**config.mk**
```make
export PLATFORM = sky130hd
export DESIGN_NAME = alu_share_arbiter
export DESIGN_NICKNAME = d
export VERILOG_FILES = /design/src/rtl/alu_pkg.sv /design/src/rtl/alu_rr_picker.sv /design/src/rtl/alu_share_arbiter.sv
export SDC_FILE = /design/constraint.sdc
export NUM_CORES = 1
export LEC_CHECK = 0
export ABC_CLOCK_PERIOD_IN_PS = 10430
export CORE_ASPECT_RATIO = 0.9
export CORE_MARGIN = 1
export CORE_UTILIZATION = 30
export DETAILED_ROUTE_END_ITERATION = 8
export GPL_TIMING_DRIVEN = 0
export MAX_ROUTING_LAYER = met4
export PLACE_DENSITY = 0.47
export SLEW_MARGIN = 20
export SYNTH_ARGS = -nofsm -noshare
export SYNTH_HDL_FRONTEND = slang
export SYNTH_SLANG_ARGS = --single-unit
```
**constraint.sdc**
```tcl
create_clock -name i_clk -period 10.43 [get_ports i_clk]
set_clock_uncertainty 0.1 [all_clocks]
set_input_delay 1.5645 -clock i_clk [delete_from_list [all_inputs] [get_ports i_clk]]
set_output_delay 1.5645 -clock i_clk [all_outputs]
set_load 0.02 [all_outputs]
```
**src/rtl/alu_pkg.sv**
```systemverilog
// Shared types for the ALU share arbiter: ALU op codes, datapath width and arbiter states.
package alu_pkg;

   localparam int unsigned XLEN = 32;

   typedef enum logic [3:0] {
      OpAdd  = 4'd0,
      OpSub  = 4'd1,
      OpSlt  = 4'd2,
      OpSltu = 4'd3,
      OpXor  = 4'd4,
      OpOr   = 4'd5,
      OpAnd  = 4'd6,
      OpSll  = 4'd7,
      OpSrl  = 4'd8,
      OpSra  = 4'd9
   } alu_op_e;

   typedef enum logic {
      SEmpty,
      SFull
   } arb_state_e;

endpackage

```
**src/rtl/alu_rr_picker.sv**
```systemverilog
// Combinational round-robin picker: first valid requester at or above i_ptr, modulo NUM_REQ.
module alu_rr_picker
   import alu_pkg::*;
#(
   parameter int unsigned NUM_REQ = 2,
   parameter int unsigned ID_W    = 1
) (
   input  logic [NUM_REQ-1:0] i_valid,
   input  logic [ID_W-1:0]    i_ptr,
   output logic [NUM_REQ-1:0] o_grant,
   output logic [ID_W-1:0]    o_idx
);

   always_comb begin
      int unsigned idx;
      logic        found;
      idx     = 0;
      found   = 1'b0;
      o_grant = '0;
      o_idx   = '0;
      for (int unsigned k = 0; k < NUM_REQ; k++) begin
         idx = (32'(i_ptr) + k) % NUM_REQ;
         if (!found && i_valid[idx[ID_W-1:0]]) begin
            found                  = 1'b1;
            o_grant[idx[ID_W-1:0]] = 1'b1;
            o_idx                  = idx[ID_W-1:0];
         end
      end
   end

endmodule

```
**src/rtl/alu_share_arbiter.sv**
```systemverilog
// Round-robin shared ALU with a one-entry registered response stage.
// Optional per-requester grant counters under ALU_SHARE_ARBITER_STATS_EN.
module alu_share_arbiter
   import alu_pkg::*;
#(
   parameter int unsigned NUM_REQ = 2,
   parameter int unsigned ID_W    = 1
) (
   input  logic                    i_clk,
   input  logic                    i_rst_n,
   input  logic [NUM_REQ-1:0]      i_req_valid,
   output logic [NUM_REQ-1:0]      o_req_ready,
   input  logic [NUM_REQ*4-1:0]    i_req_op,
   input  logic [NUM_REQ*XLEN-1:0] i_req_a,
   input  logic [NUM_REQ*XLEN-1:0] i_req_b,
   output logic                    o_rsp_valid,
   input  logic                    i_rsp_ready,
   output logic [XLEN-1:0]         o_rsp_result,
   output logic [ID_W-1:0]         o_rsp_id,
   output logic                    o_rsp_err
`ifdef ALU_SHARE_ARBITER_STATS_EN
  ,output logic [NUM_REQ*16-1:0]   o_grant_cnt
`endif
);

   arb_state_e          state_q;
   logic [ID_W-1:0]     ptr_q, ptr_d;
   logic [NUM_REQ-1:0]  grant;
   logic [ID_W-1:0]     gnt_idx;
   logic                can_accept, accept;
   logic [3:0]          op_sel;
   logic [XLEN-1:0]     a_sel, b_sel, alu_res;
   logic                alu_err;

   alu_rr_picker #(
      .NUM_REQ (NUM_REQ),
      .ID_W    (ID_W)
   ) u_picker (
      .i_valid (i_req_valid),
      .i_ptr   (ptr_q),
      .o_grant (grant),
      .o_idx   (gnt_idx)
   );

   // Held in reset so no requester sees an accept that will be discarded.
   assign can_accept  = i_rst_n & ((state_q == SEmpty) | i_rsp_ready);
   assign accept      = can_accept & (|i_req_valid);
   assign o_req_ready = can_accept ? grant : '0;
   assign o_rsp_valid = (state_q == SFull);
   assign ptr_d       = (32'(gnt_idx) == NUM_REQ - 1) ? '0 : gnt_idx + 1'b1;

   always_comb begin
      op_sel = '0;
      a_sel  = '0;
      b_sel  = '0;
      for (int i = 0; i < int'(NUM_REQ); i++) begin
         if (gnt_idx == ID_W'(i)) begin
            op_sel = i_req_op[i*4 +: 4];
            a_sel  = i_req_a[i*XLEN +: XLEN];
            b_sel  = i_req_b[i*XLEN +: XLEN];
         end
      end
   end

   always_comb begin
      alu_res = '0;
      alu_err = 1'b0;
      case (op_sel)
         OpAdd:   alu_res = a_sel + b_sel;
         OpSub:   alu_res = a_sel - b_sel;
         OpSlt:   alu_res = {{(XLEN-1){1'b0}}, $signed(a_sel) < $signed(b_sel)};
         OpSltu:  alu_res = {{(XLEN-1){1'b0}}, a_sel < b_sel};
         OpXor:   alu_res = a_sel ^ b_sel;
         OpOr:    alu_res = a_sel | b_sel;
         OpAnd:   alu_res = a_sel & b_sel;
         OpSll:   alu_res = a_sel << b_sel[4:0];
         OpSrl:   alu_res = a_sel >> b_sel[4:0];
         OpSra:   alu_res = $signed(a_sel) >>> b_sel[4:0];
         default: alu_err = 1'b1;
      endcase
   end

   always_ff @(posedge i_clk) begin
      if (!i_rst_n) begin
         state_q      <= SEmpty;
         ptr_q        <= '0;
         o_rsp_result <= '0;
         o_rsp_id     <= '0;
         o_rsp_err    <= 1'b0;
      end else if (accept) begin
         state_q      <= SFull;
         ptr_q        <= ptr_d;
         o_rsp_result <= alu_res;
         o_rsp_id     <= gnt_idx;
         o_rsp_err    <= alu_err;
      end else if (i_rsp_ready) begin
         state_q      <= SEmpty;
      end
   end

`ifdef ALU_SHARE_ARBITER_STATS_EN
   logic [15:0] cnt_q [NUM_REQ];

   always_ff @(posedge i_clk) begin
      for (int i = 0; i < int'(NUM_REQ); i++) begin
         if (!i_rst_n) begin
            cnt_q[i] <= '0;
         end else if (o_req_ready[i] && i_req_valid[i] && cnt_q[i] != 16'hFFFF) begin
            cnt_q[i] <= cnt_q[i] + 16'd1;
         end
      end
   end

   for (genvar gi = 0; gi < int'(NUM_REQ); gi++) begin : g_cnt_out
      assign o_grant_cnt[gi*16 +: 16] = cnt_q[gi];
   end
`endif

endmodule

```
Word level (Yosys, flattened, before mapping)
Cells that the tools add are included.
Word-level totals
  register bits: 36
  input bits: 141
  word-level logic and storage cells: 65
Cells by class
  add/subtract/negate cells: 4
  $lt $le $gt $ge: 6
  eq/ne operators: 9
  shift-type cells: 3
  multiplexer cells: 22
  bitwise gates (word level): 8
  reduce and logical (&&, ||, !) cells: 8
Operator list (count)
  one-hot mux 32 bit (10 select lines): 1
  < comparator 32 bit: 2
  two-way mux 32 bit: 2
  adder 32 bit: 1
  bitwise AND 32 bit: 1
  OR 32 bit: 1
  left shift 32 x 5 -> 32 bit: 1
  >> shifter 32 x 5 -> 32 bit: 1
  >>> shifter 32 x 5 -> 32 bit: 1
  subtractor 32 bit: 1
  bitwise XOR 32 bit: 1
  equality test 4 x 3 -> 1 bit (second input constant): 4
  two-way mux 1 bit: 13
  OR reduction 10 bit: 1
  equality test 4 x 2 -> 1 bit (second input constant): 2
  equality test 4 bit (second input constant): 2
  two-way mux 2 bit: 3
  equality test 4 x 1 -> 1 bit (second input constant): 1
  logical NOT 4 bit: 1
  < comparator 1 x 2 -> 1 bit (second input constant): 2
  two-way mux 4 bit: 1
  logical AND 1 bit: 3
  adder 1 bit (second input constant): 2
  bitwise AND 1 bit: 2
  8 further kinds: 10

Logic depth before layout (Yosys ltp)
  depth after elaboration: 10
  gate-level depth with buffers: 22
  mapped depth without buffers: 15

Cells and area by module
Synthesis repeated with hierarchy kept, for this count alone.
Unflattened totals
  cell total of the unflattened synthesis: 1544
  area, all modules: 10946.7 um^2
By module, submodules not included
  alu_share_arbiter: instances 1, cells an instance 1540, area each 10916.7 um^2, sequential area each 720.7 um^2
  alu_rr_picker: instances 1, cells an instance 4, area each 30.0 um^2, sequential area each 0.0 um^2

Least setup slack after synthesis
OpenSTA, ideal clock, no wires.
  path kind: input to register
  start: input i_req_valid[0]
  end: register o_rsp_result[31]
  library setup time: 119 ps
  arrival time: 5561 ps
  slack: 4650 ps
  cell stages on the path: 21
  buffers on the path: 7
  cell sequence: nor2b_1 > buf_4 > nor2_4 > buf_4 > buf_2 > buf_2 > clkbuf_1 > clkbuf_1 > nand2_1 > nand2_1 > ha_1 > buf_2 > a21oi_1 > o2111ai_1 > o31a_1 > a211oi_2 > o31ai_1 > o41ai_1 > mux2i_1 > o311ai_1 > o221a_1
Between the ends
  longest elaborated chain between the ends: 9
  elaborated cells on any way between the ends: 33
RTL lines
  start, declared: RTL line alu_share_arbiter.sv:11  | input logic [NUM_REQ-1:0] i_req_valid,
  two-way mux 1 bit (not written as such) (2 in a row): RTL line alu_rr_picker.sv:23  | if (!found && i_valid[idx[ID_W-1:0]]) begin
  two-way mux 1 bit: RTL line alu_rr_picker.sv:23
  logical NOT 1 bit: RTL line alu_rr_picker.sv:23
  logical AND 1 bit: RTL line alu_rr_picker.sv:23
  two-way mux 1 bit: RTL line alu_rr_picker.sv:23
  two-way mux 32 bit / two-way mux 4 bit (equally long branches): RTL line alu_share_arbiter.sv:57  | if (gnt_idx == ID_W'(i)) begin
  subtractor 32 bit, or another cell as far along: RTL line alu_share_arbiter.sv:70  | OpSub: alu_res = a_sel - b_sel;
  one-hot mux 32 bit (10 select lines): RTL line alu_share_arbiter.sv:68  | case (op_sel)
  end signal, assigned: RTL line alu_share_arbiter.sv:93  | o_rsp_result <= alu_res;
  end, declared: RTL line alu_share_arbiter.sv:18  | output logic [XLEN-1:0] o_rsp_result,
Several ways; a longest one is shown, not always the timed one. The select of a mux whose other input is x is not followed.
A chain may end at the register's enable or synchronous reset.

Final worst setup path
  start: input i_req_valid[1]
  end: register o_rsp_result[31]
The elaborated chain is that of the path after synthesis.

==> impl_metrics.json <==
{
  "dp_hpwl_mm": 70.7,
  "io_buffers": 175,
  "dieArea_sq_um": 42900,
  "wl_met2_mm": 34.7,
  "numCtsBuffers": 5,
  "fin_hold_ws_ns": 0.361,
  "final_area_sq_um": 15200,
  "drv_slew": 0,
  "syn_inst": 1881,
  "overflow": 0,
  "synth_mux_area_share_pct": 15.8,
  "h-tree-depth": 2,
  "synth_top_family_by_area": "compound AO/OA/AOI/OAI gates",
  "wl_met1_mm": 38.2,
  "seqPwrFrac_pct": 9.7,
  "relSlewSlack_pct": 15.4,
  "tightestPinTransition_ns": 1.26,
  "grt_usage_pct": 40.4,
  "drive_gt1_share_pct": 8.91,
  "ys_seq_elements": 36,
  "met3_length_mm": 9.40,
  "grt_pass1_wl_mm": 120,
  "async_reset_ff_share_pct": 0,
  "synth_xor_area_share_pct": 1.59,
  "ios": 178,
  "power.share.clock_pct": 12.5,
  "required_ns": 10.53,
  "setup_viol": 0,
  "syn_nets": 2120,
  "post_cts_buffers": 0,
  "netSwitchingFraction_pct": 58.2,
  "ir_worst_vdd_uv": 61.1,
  "fillCellCount": 4524,
  "synth_edf_count": 0,
  "die_w_um": 218,
  "powerDensity_nw_per_um2": 103,
  "path_clk_slew_ns": 0.06,
  "gp_congestion": 1.06,
  "netlist_area_sq_um": 12600,
  "drt_iter0_drc": 2335,
  "drc": 0,
  "hold_viol_final": 0,
  "nets": 2303,
  "routed_wl_mm": 86.1,
  "cts.sinks": 36,
  "p_switching_mw": 0.910,
  "dr_total_vias": 17000,
  "final_util_pct": 37.1,
  "synthDistinctLibCells": 92,
  "ys_seq_area_share_pct": 5.70,
  "worst_hold_path_type": "register to register",
  "arrival_ns": 10.18,
  "cts_buffer_depth": 2,
  "leakage_nw": 6.41,
  "grt_max_degree": 13,
  "clock-root-buffer": "clkbuf_16",
  "finalCritPeriodShare_pct": 96.6,
  "end_kind": "register",
  "crit_type": "primary input to register",
  "routedWlPerCell_um": 33.0,
  "synth_ff_type": "dfxtp_1",
  "critPathLaunchType": "primary input",
  "fin_tns_setup_ns": 0,
  "ant_nets": 0,
  "final_cells": 2607,
  "rsz0062_at_grt": "no",
  "cts_tree": "built",
  "place_area_sq_um": 15100,
  "syn_to_final_growth_pct": 20.7,
  "cts.repair.resized": 0,
  "timing.fmax_mhz": 99.3,
  "min_period_ns": 10.07,
  "synth_compound_area_share_pct": 34.2,
  "cp_max_fo": 10,
  "pwr-share-comb_pct": 77.8,
  "start_util_pct": 30.8,
  "drt_pass1_iterations": 6,
  "die_h_um": 197,
  "avgViaCountPerCell": 6.53,
  "antenna_found_initial": 1,
  "clk_latency_ns": 0.31,
  "status": "finished, final reports clean",
  "avgSynthCellArea_sq_um": 6.72,
  "top_layer": "met4",
  "synth_simple_gate_area_share_pct": 23.9,
  "ctsHoldBuffers": 0,
  "placementRows": 70,
  "design.core.area_sq_um": 41100,
  "ys_warn_count": 0,
  "p_int_mw": 0.654,
  "dp.cells": 2597,
  "drv_cap": 0,
  "synthAdderAreaFrac_pct": 9.82,
  "grt_pass1_vias": 16000
}
## routing by layer
metal	track usage (%)	vias up
met1	56.0	8378
met3	9.18	170
met4	15.2	0
met2	56.0	1133
li1	-	7352
met5	-	-
## stage by stage
step | setup WS, ns | total power [mW]
final | 0.358 | 1.56
after global routing | 0.418 | 1.62
after detailed placement | 0.486 | 1.32
after floorplan | 4.65 | 0.843
after global placement | 0.470 | 1.32
after CTS | 0.825 | 1.51
## path summary, 6_finish.rpt
| check | end | slack (ns) | from | depth (start not counted) |
|---|---|---|---|---|
| worst min-delay path | o_rsp_id$_SDFFE_PN0P_ | 0.36 | o_rsp_id$_SDFFE_PN0P_ | 1 |
| worst max register to register | o_rsp_result[31]$_SDFFE_PN0P_ | 2.19 | ptr_q$_SDFFE_PN0P_ | 20 |
| worst min register to register | o_rsp_id$_SDFFE_PN0P_ | 0.36 | o_rsp_id$_SDFFE_PN0P_ | 1 |
| worst max-delay path | o_rsp_result[31]$_SDFFE_PN0P_ | 0.36 | i_req_valid[1] | 20 |
## power groups by stage
| stage | combinational, mW | clock, mW | sequential, mW |
|---|---|---|---|
| 2_1_floorplan | 0.681 | 0 | 0.162 |
| 3_3_place_gp | 1.17 | 0 | 0.156 |
| 3_5_place_dp | 1.16 | 0 | 0.155 |
| 4_1_cts | 1.17 | 0.194 | 0.152 |
| 5_1_grt | 1.27 | 0.198 | 0.153 |
| 6_report | 1.22 | 0.195 | 0.152 |
## synth_stat cells (22+ instances only)
| library cell | number | share of area [%] |
|---|---|---|
| o221ai_1 | 23 | 1.6 |
| dfxtp_1 | 36 | 5.7 |
| nand4_1 | 23 | 1.1 |
| a31oi_1 | 27 | 1.3 |
| inv_1 | 101 | 3.0 |
| buf_2 | 70 | 2.8 |
| mux2_2 | 45 | 4.0 |
| o211ai_1 | 30 | 1.8 |
| a22oi_1 | 22 | 1.3 |
| mux2i_1 | 134 | 11 |
| nand3_1 | 58 | 2.3 |
| nor2b_1 | 26 | 1.3 |
| nor2_1 | 127 | 3.8 |
| a211oi_1 | 31 | 1.8 |
| nor3_1 | 39 | 1.5 |
| a21oi_1 | 121 | 4.8 |
| o21ai_0 | 152 | 6.0 |
| clkbuf_1 | 62 | 1.8 |
| nand2_1 | 266 | 7.9 |
| ha_1 | 96 | 9.5 |
## area by class of cell
class	instances	area (sq um)	share of cell area, %
inverters	106	398	2.61
flip-flops and latches	36	721	4.73
clock buffers	5	125	0.821
well taps	540	676	4.43
clock inverters	3	42.5	0.279
diodes	2	5.00	0.0328
plain buffers	156	733	4.81
repair buffers	176	1760	11.5
multi-input cells	1583	10800	70.8
## state kept, by name, summed over array words and instances, names as in the netlist
name / count
o_rsp_err: 1
o_rsp_id: 1
o_rsp_result: 32
o_rsp_valid: 1
ptr_q: 1
## cells by family (layout without fill, tap and decap cells)
group	after synthesis	count (layout)
simple gates	646	646
compound gates	630	630
buf+inv	262	446
mux	186	186
fa+ha+maj	98	98
flops	36	36
xor+xnor	23	23
other cells	0	2
## cell usage in the layout, fill, tap and decap left out, drive strengths merged, types with 8 or more instances in the layout
cell type	count
o22ai	11
inv	106
a221oi	23
nor2b	26
xnor2	17
clkbuf	67
nand2	266
a221o	11
buf	95
a211oi	32
nand2b	17
a21oi	123
dfxtp	36
o221ai	23
a22o	8
nand4	23
nor3	40
a31oi	28
a211o	12
mux2i	134
o311ai	8
nor4	10
a2111oi	10
and2	16
o211ai	30
nand3	58
a21o	21
ha	96
clkdlybuf4s50	175
nor2	131
and3	18
a22oi	23
o21bai	14
o21ai	158
o31ai	14
o2111ai	11
or3	12
mux2	46
## worst max-delay path: stages
cell and delay, ns:
clkdlybuf4s50_1 0.85, inv_2 0.31, nor2_4 0.40, buf_4 0.32, buf_2 0.39, buf_2 0.37
clkbuf_1 0.82, clkbuf_1 0.74, o21ai_0 0.58, ha_1 0.46, clkbuf_1 0.41, nor2b_1 0.08
o21ai_0 0.22, o311ai_0 0.21, a211oi_2 0.70, o31ai_1 0.34, o41ai_1 0.69, mux2i_1 0.28
o311ai_1 0.15, o221a_1 0.26
Power figures use the tool's default switching activity.
